## config.mk

```make
export PLATFORM = sky130hd
export DESIGN_NAME = multi_phase_clkgen
export DESIGN_NICKNAME = d
export VERILOG_FILES = /design/src/rtl/multi_phase_clkgen.sv
export SDC_FILE = /design/constraint.sdc
export NUM_CORES = 1
export LEC_CHECK = 0
export CAP_MARGIN = 20
export CORE_MARGIN = 3
export CORE_UTILIZATION = 50
export DETAILED_ROUTE_END_ITERATION = 6
export GPL_ROUTABILITY_DRIVEN = 0
export PLACE_DENSITY = 0.75
export SYNTH_ARGS = -nofsm -noshare
export SYNTH_HDL_FRONTEND = slang
export SYNTH_SLANG_ARGS = --single-unit
export TNS_END_PERCENT = 5
```

## constraint.sdc

```tcl
create_clock -name clk -period 2.2 [get_ports clk]
set_input_delay 0.22 -clock clk [delete_from_list [all_inputs] [get_ports clk]]
set_output_delay 0.22 -clock clk [all_outputs]
set_load 0.02 [all_outputs]
```

## src/rtl/multi_phase_clkgen.sv

```systemverilog
// Multi-phase divided-clock generator: NUM_PHASES registered logic-clocks spaced
// 360/NUM_PHASES degrees apart, runtime divide ratio, runt-free start/stop, per-period sync pulse.
module multi_phase_clkgen #(
    parameter int NUM_PHASES = 4,
    parameter int DIV_W      = 8,
    localparam int S_W       = $clog2(NUM_PHASES)
) (
    input  logic                  clk,
    input  logic                  rst,
    input  logic                  en,
    input  logic [DIV_W-1:0]      div_cfg,
    output logic [NUM_PHASES-1:0] phase_out,
    output logic                  sync_pulse,
    output logic                  running
);

    typedef enum logic [1:0] {
        ST_IDLE     = 2'd0,
        ST_RUN      = 2'd1,
        ST_STOPPING = 2'd2
    } state_t;

    localparam logic [S_W-1:0]        S_LAST = S_W'(NUM_PHASES - 1);
    localparam logic [S_W-1:0]        S_HALF = S_W'(NUM_PHASES / 2);
    localparam logic [NUM_PHASES-1:0] BIT0   = NUM_PHASES'(1);

    state_t                  state_q, state_d;
    logic [S_W-1:0]          s_q, s_d;
    logic [DIV_W-1:0]        p_q, p_d;
    logic [DIV_W-1:0]        div_lat_q, div_lat_d;
    logic [NUM_PHASES-1:0]   armed_q, armed_d;
    logic [NUM_PHASES-1:0]   phase_q, phase_d;
    logic                    sync_q, sync_d;
    logic                    running_q, running_d;

    logic                    step;
    logic                    wrap;
    logic [NUM_PHASES-1:0]   raw_next;
    logic [NUM_PHASES-1:0]   arm_set;

    // Prescaler and step counter; they only depend on the registered FSM state.
    always_comb begin
        s_d       = s_q;
        p_d       = p_q;
        div_lat_d = div_lat_q;
        step      = 1'b0;
        wrap      = 1'b0;
        case (state_q)
            ST_IDLE: begin
                if (en) begin
                    s_d       = '0;
                    p_d       = '0;
                    div_lat_d = div_cfg;
                end
            end
            default: begin
                if (p_q == div_lat_q) begin
                    step = 1'b1;
                    p_d  = '0;
                    if (s_q == S_LAST) begin
                        s_d  = '0;
                        wrap = 1'b1;
                    end else begin
                        s_d = s_q + 1'b1;
                    end
                end else begin
                    p_d = p_q + 1'b1;
                end
                // A new ratio only takes effect at a period boundary while running.
                if ((state_q == ST_RUN) && wrap) begin
                    div_lat_d = div_cfg;
                end
            end
        endcase
    end

    // Phase k is high for the half period starting where s becomes k.
    for (genvar gi = 0; gi < NUM_PHASES; gi++) begin : g_phase
        localparam logic [S_W-1:0] K      = S_W'(gi);
        localparam logic [S_W-1:0] K_WRAP = S_W'(NUM_PHASES - gi);
        assign raw_next[gi] = (s_d >= K) ? ((s_d - K) < S_HALF)
                                         : ((s_d + K_WRAP) < S_HALF);
        assign arm_set[gi]  = step & (s_d == K);
    end

    always_comb begin
        state_d   = state_q;
        armed_d   = armed_q;
        phase_d   = phase_q;
        sync_d    = 1'b0;
        running_d = 1'b0;
        case (state_q)
            ST_IDLE: begin
                phase_d = '0;
                if (en) begin
                    state_d = ST_RUN;
                    armed_d = BIT0;
                    phase_d = raw_next & BIT0;
                    sync_d  = 1'b1;
                end
            end
            ST_RUN: begin
                armed_d = armed_q | arm_set;
                if (en) begin
                    phase_d = raw_next & armed_d;
                    sync_d  = step & (s_d == '0);
                end else begin
                    // Stop mask: outputs may only fall from here on.
                    phase_d = raw_next & phase_q;
                    state_d = (phase_d == '0) ? ST_IDLE : ST_STOPPING;
                end
            end
            ST_STOPPING: begin
                phase_d = raw_next & phase_q;
                if (phase_d == '0) begin
                    state_d = ST_IDLE;
                end
            end
            default: begin
                state_d = ST_IDLE;
                phase_d = '0;
            end
        endcase
        running_d = (state_d != ST_IDLE);
    end

    always_ff @(posedge clk or negedge rst) begin
        if (!rst) begin
            state_q   <= ST_IDLE;
            s_q       <= '0;
            p_q       <= '0;
            div_lat_q <= '0;
            armed_q   <= '0;
            phase_q   <= '0;
            sync_q    <= 1'b0;
            running_q <= 1'b0;
        end else begin
            state_q   <= state_d;
            s_q       <= s_d;
            p_q       <= p_d;
            div_lat_q <= div_lat_d;
            armed_q   <= armed_d;
            phase_q   <= phase_d;
            sync_q    <= sync_d;
            running_q <= running_d;
        end
    end

    assign phase_out  = phase_q;
    assign sync_pulse = sync_q;
    assign running    = running_q;

endmodule

```

==> flow_summary.toml <==
[setup_path]
cp_max_fo = 3
cp.arrival_ns = 2.64
cp_slowest_cell = "dfrtp_1"
cp-end-kind = "flip-flop"
cp_common_cell = "nor2_4"
rr_worst_depth = 10
reg2reg_slack_ns = -0.16
critPathRequiredTime_ns = 2.48
worst_setup_path_start_kind = "flip-flop"
cp_slowest_stage_delay_ns = 0.45
r2r_end = "phase_out[0]$_DFF_PN0_"
crit_path_start = "div_lat_q[6]$_DFFE_PN0P_"
criticalPathCategory = "flip-flop to flip-flop"
endpoint = "phase_out[0]$_DFF_PN0_"
reg2reg_from = "div_lat_q[6]$_DFFE_PN0P_"
crit_path_cell_trace = "xnor2_2 -> nand4_1 -> nor2_4 -> nor2_4 -> o21ai_4 -> o31a_1 -> ha_2 -> a21oi_1 -> a211o_1 -> o22ai_1"

[global_route]
grt_max_degree = 31
grt_pass1_wl_um = 6810
antenna_found_initial = 0
grt_pass1_vias = 1395
grt.overflow.total = 0
track_usage_pct = 22.7

[clock_tree]
htreeDepth = 2
tritoncts = "built"
holdBufCountCts = 0
clk_pin_slew_ns = 0.10
clk_path_buf_depth = 2
cts_root_buffer = "clkbuf_4"
cts_buffers = 5
cts.sinks = 30
clock_latency_ns = 0.35

[cells_and_area]
drive_gt1_share_pct = 38.8
final_area_um2 = 2260
syn_to_final_growth_pct = 41.9
n_fill_cell = 184
layout.nets = 224
diodes = 0

[timing]
finalSetupViolCount = 15
max_freq_mhz = 423
hold_slack_ns = 0.251
slew_violations = 0
finalCriticalPeriod_ns = 2.36
tightestPinTransition_ns = 0.583
setup_ws_ns = -0.162
finClkSkew_ns = 0.0122
hold_viol_final = 0
rsz0062_at_grt = "yes"
maxSlewHeadroom_pct = 60.9
fin_crit_sh_pct = 107

[drt]
via_per_inst = 5.82
routed_wl_um = 4420
drt_iter0_drc = 101
route.detailed.drc = 0
via_count = 1444
ant_nets = 0
drtPass1Iterations = 4
wl_per_cell_um = 17.8

[logic_synthesis]
synth_top_cell_by_area = "dfrtp_1"
synth_flop_cell = "dfrtp_1"
yosysMostFrequentCell = "dfrtp_1"
synthCells = 157
synth_area_leaders = "dfrtp_1 (47%), mux2_2 (5.7%), ha_1 (4.7%), xnor2_1 (4.4%), a21oi_1 (4.1%)"
ys_seq_area_share_pct = 47.1
synth_commonest_cells = "dfrtp_1 (30), nand2_1 (15), a21oi_1 (13), nor2_1 (13), o21ai_0 (13)"
synth_nets = 174
synth_seq_cells = 30
synth_area_um2 = 1590
syn_area_per_cell_um2 = 10.1
synth_edf_count = 0
synthArstFlopShare_pct = 100
ys_warn_count = 0
synth_top_area_share_pct = 47.1
synth_cell_types = 36

[floorplan]
io_pins = 17
start_util_pct = 54.9
die_h_um = 62.4
coreArea_um2 = 2900
rows = 19
dieArea_um2 = 3900
fp.dieW_um = 62.4

[placement]
dp_hpwl_um = 2680
placed_area_um2 = 1950
port_buffers = 16

[power_and_ir_drop]
p_leak_nw = 0.967
powerDensity_nw_per_um2 = 1000
vdd.ir_drop.worst_v = 0.000758
p_total_w = 0.00226

[outcome]
status = "complete, but fails checks"
violations = "setup timing"

[run]
maxCapViolations = 0

[worst_hold_path]
min_path_type = "primary input to asynchronous set/reset pin"
## final cells by class
class                   instances  area (um2)  share of cell area [%]
multi-input cells             117         976                    43.2
flip-flops and latches         30         753                    33.3
repair buffers                 47         405                    17.9
well taps                      42        52.6                    2.32
clock buffers                   6        51.3                    2.27
inverters                       6        22.5                   0.996
## power breakdown
part | switching [W] | leakage (nW) | internal, W | total (W)
Clock | 0.000194 | 0.0302 | 0.000144 | 0.000337
Sequential | 0.000141 | 0.379 | 0.000696 | 0.000837
Combinational | 0.000504 | 0.558 | 0.000583 | 0.00109
## placed cells by master, fill, tap and decap left out, types with 2 or more instances in the layout
| cell type | synthesis | routed |
|---|---|---|
| xnor2_2 | 0 | 5 |
| mux2_4 | 0 | 8 |
| ha_4 | 0 | 2 |
| dfrtp_1 | 30 | 28 |
| nor2b_1 | 3 | 3 |
| nand2_1 | 15 | 14 |
| xnor2_1 | 8 | 3 |
| or2_2 | 2 | 2 |
| clkdlybuf4s50_1 | 0 | 16 |
| nand3_1 | 5 | 5 |
| clkbuf_4 | 0 | 5 |
| and4_1 | 2 | 2 |
| o31ai_1 | 3 | 2 |
| dfrtp_2 | 0 | 2 |
| ha_2 | 0 | 2 |
| a21oi_2 | 0 | 6 |
| buf_4 | 0 | 30 |
| inv_1 | 6 | 6 |
| a21oi_1 | 13 | 7 |
| nor2_4 | 0 | 2 |
| nor2_1 | 13 | 11 |
| a211o_1 | 2 | 2 |
| ha_1 | 6 | 2 |
| a211o_2 | 2 | 2 |
| nand4_1 | 2 | 2 |
| o21ai_0 | 13 | 12 |
| nand2b_1 | 3 | 3 |
## cells by family (layout without fill, tap and decap cells)
family | after synthesis | count (layout) | synth area share, %
and+or+nand+nor | 51 | 51 | 16.7
AOI/OAI and AO/OA | 43 | 43 | 17.3
DFF | 30 | 30 | 47.1
buffers and inverters | 10 | 59 | 3.61
xor gates and xnor gates | 9 | 9 | 4.95
muxes | 8 | 8 | 5.66
adders and majority gates | 6 | 6 | 4.71
## sequential cells by signal, summed over array words and instances, names as in the netlist
signal      cells
div_lat_q       8
running         1
phase_out       4
p_q             8
armed_q         4
sync_pulse      1
state_q         2
s_q             2
## per-stage QoR
step | worst slack (ns) | TNS (ns) | cells | utilization (%)
2_1_floorplan | 0.0113 | 0 | 157 | -
3_3_place_gp | -0.0483 | -0.0707 | 235 | 67.3
3_5_place_dp | -0.192 | -0.692 | 235 | 67.3
4_1_cts | -0.0354 | -0.133 | 245 | 74.8
5_1_grt | -0.254 | -3.35 | 248 | 78.0
6_report | -0.162 | -1.87 | 248 | 78.0
## per-layer routing
metal	up-vias	global-route usage [%]	share of wire [%]
met5	-	0	0
met3	14	6.83	6.2
met2	68	35.3	47
met4	0	9.37	3.1
li1	653	-	-
met1	709	29.5	44
## worst max-delay path, delay by kind of cell, from the launching register on
kind	cells	cell delay, ns
AO/OA/AOI/OAI	5	0.92
adder cells (fa/ha/maj)	1	0.20
AND/OR/NAND/NOR	3	0.50
XOR/XNOR	1	0.21
flip-flops	1	0.45
## worst min-delay path by stage
stage | start | endpoint | slack [ns] | cells after the start
5_1_grt | rst | sync_pulse$_DFF_PN0_ | 0.28 | 2
3_5_place_dp | armed_q[0]$_DFFE_PN0P_ | armed_q[0]$_DFFE_PN0P_ | 0.46 | 1
2_1_floorplan | rst | armed_q[0]$_DFFE_PN0P_ | -0.08 | 0
6_report | rst | p_q[4]$_DFFE_PN0P_ | 0.25 | 2
3_3_place_gp | armed_q[2]$_DFFE_PN0P_ | armed_q[2]$_DFFE_PN0P_ | 0.47 | 2
4_1_cts | rst | armed_q[0]$_DFFE_PN0P_ | 0.28 | 2
## what timing repair did
action                                  in CTS  in global routing
pin swaps                                   16                 13
gates resized for setup                     26                 13
buffers inserted                             5                  3
cloned                                       0                  0
endpoints found under the setup margin       9                 19
Power figures use the tool's default switching activity.
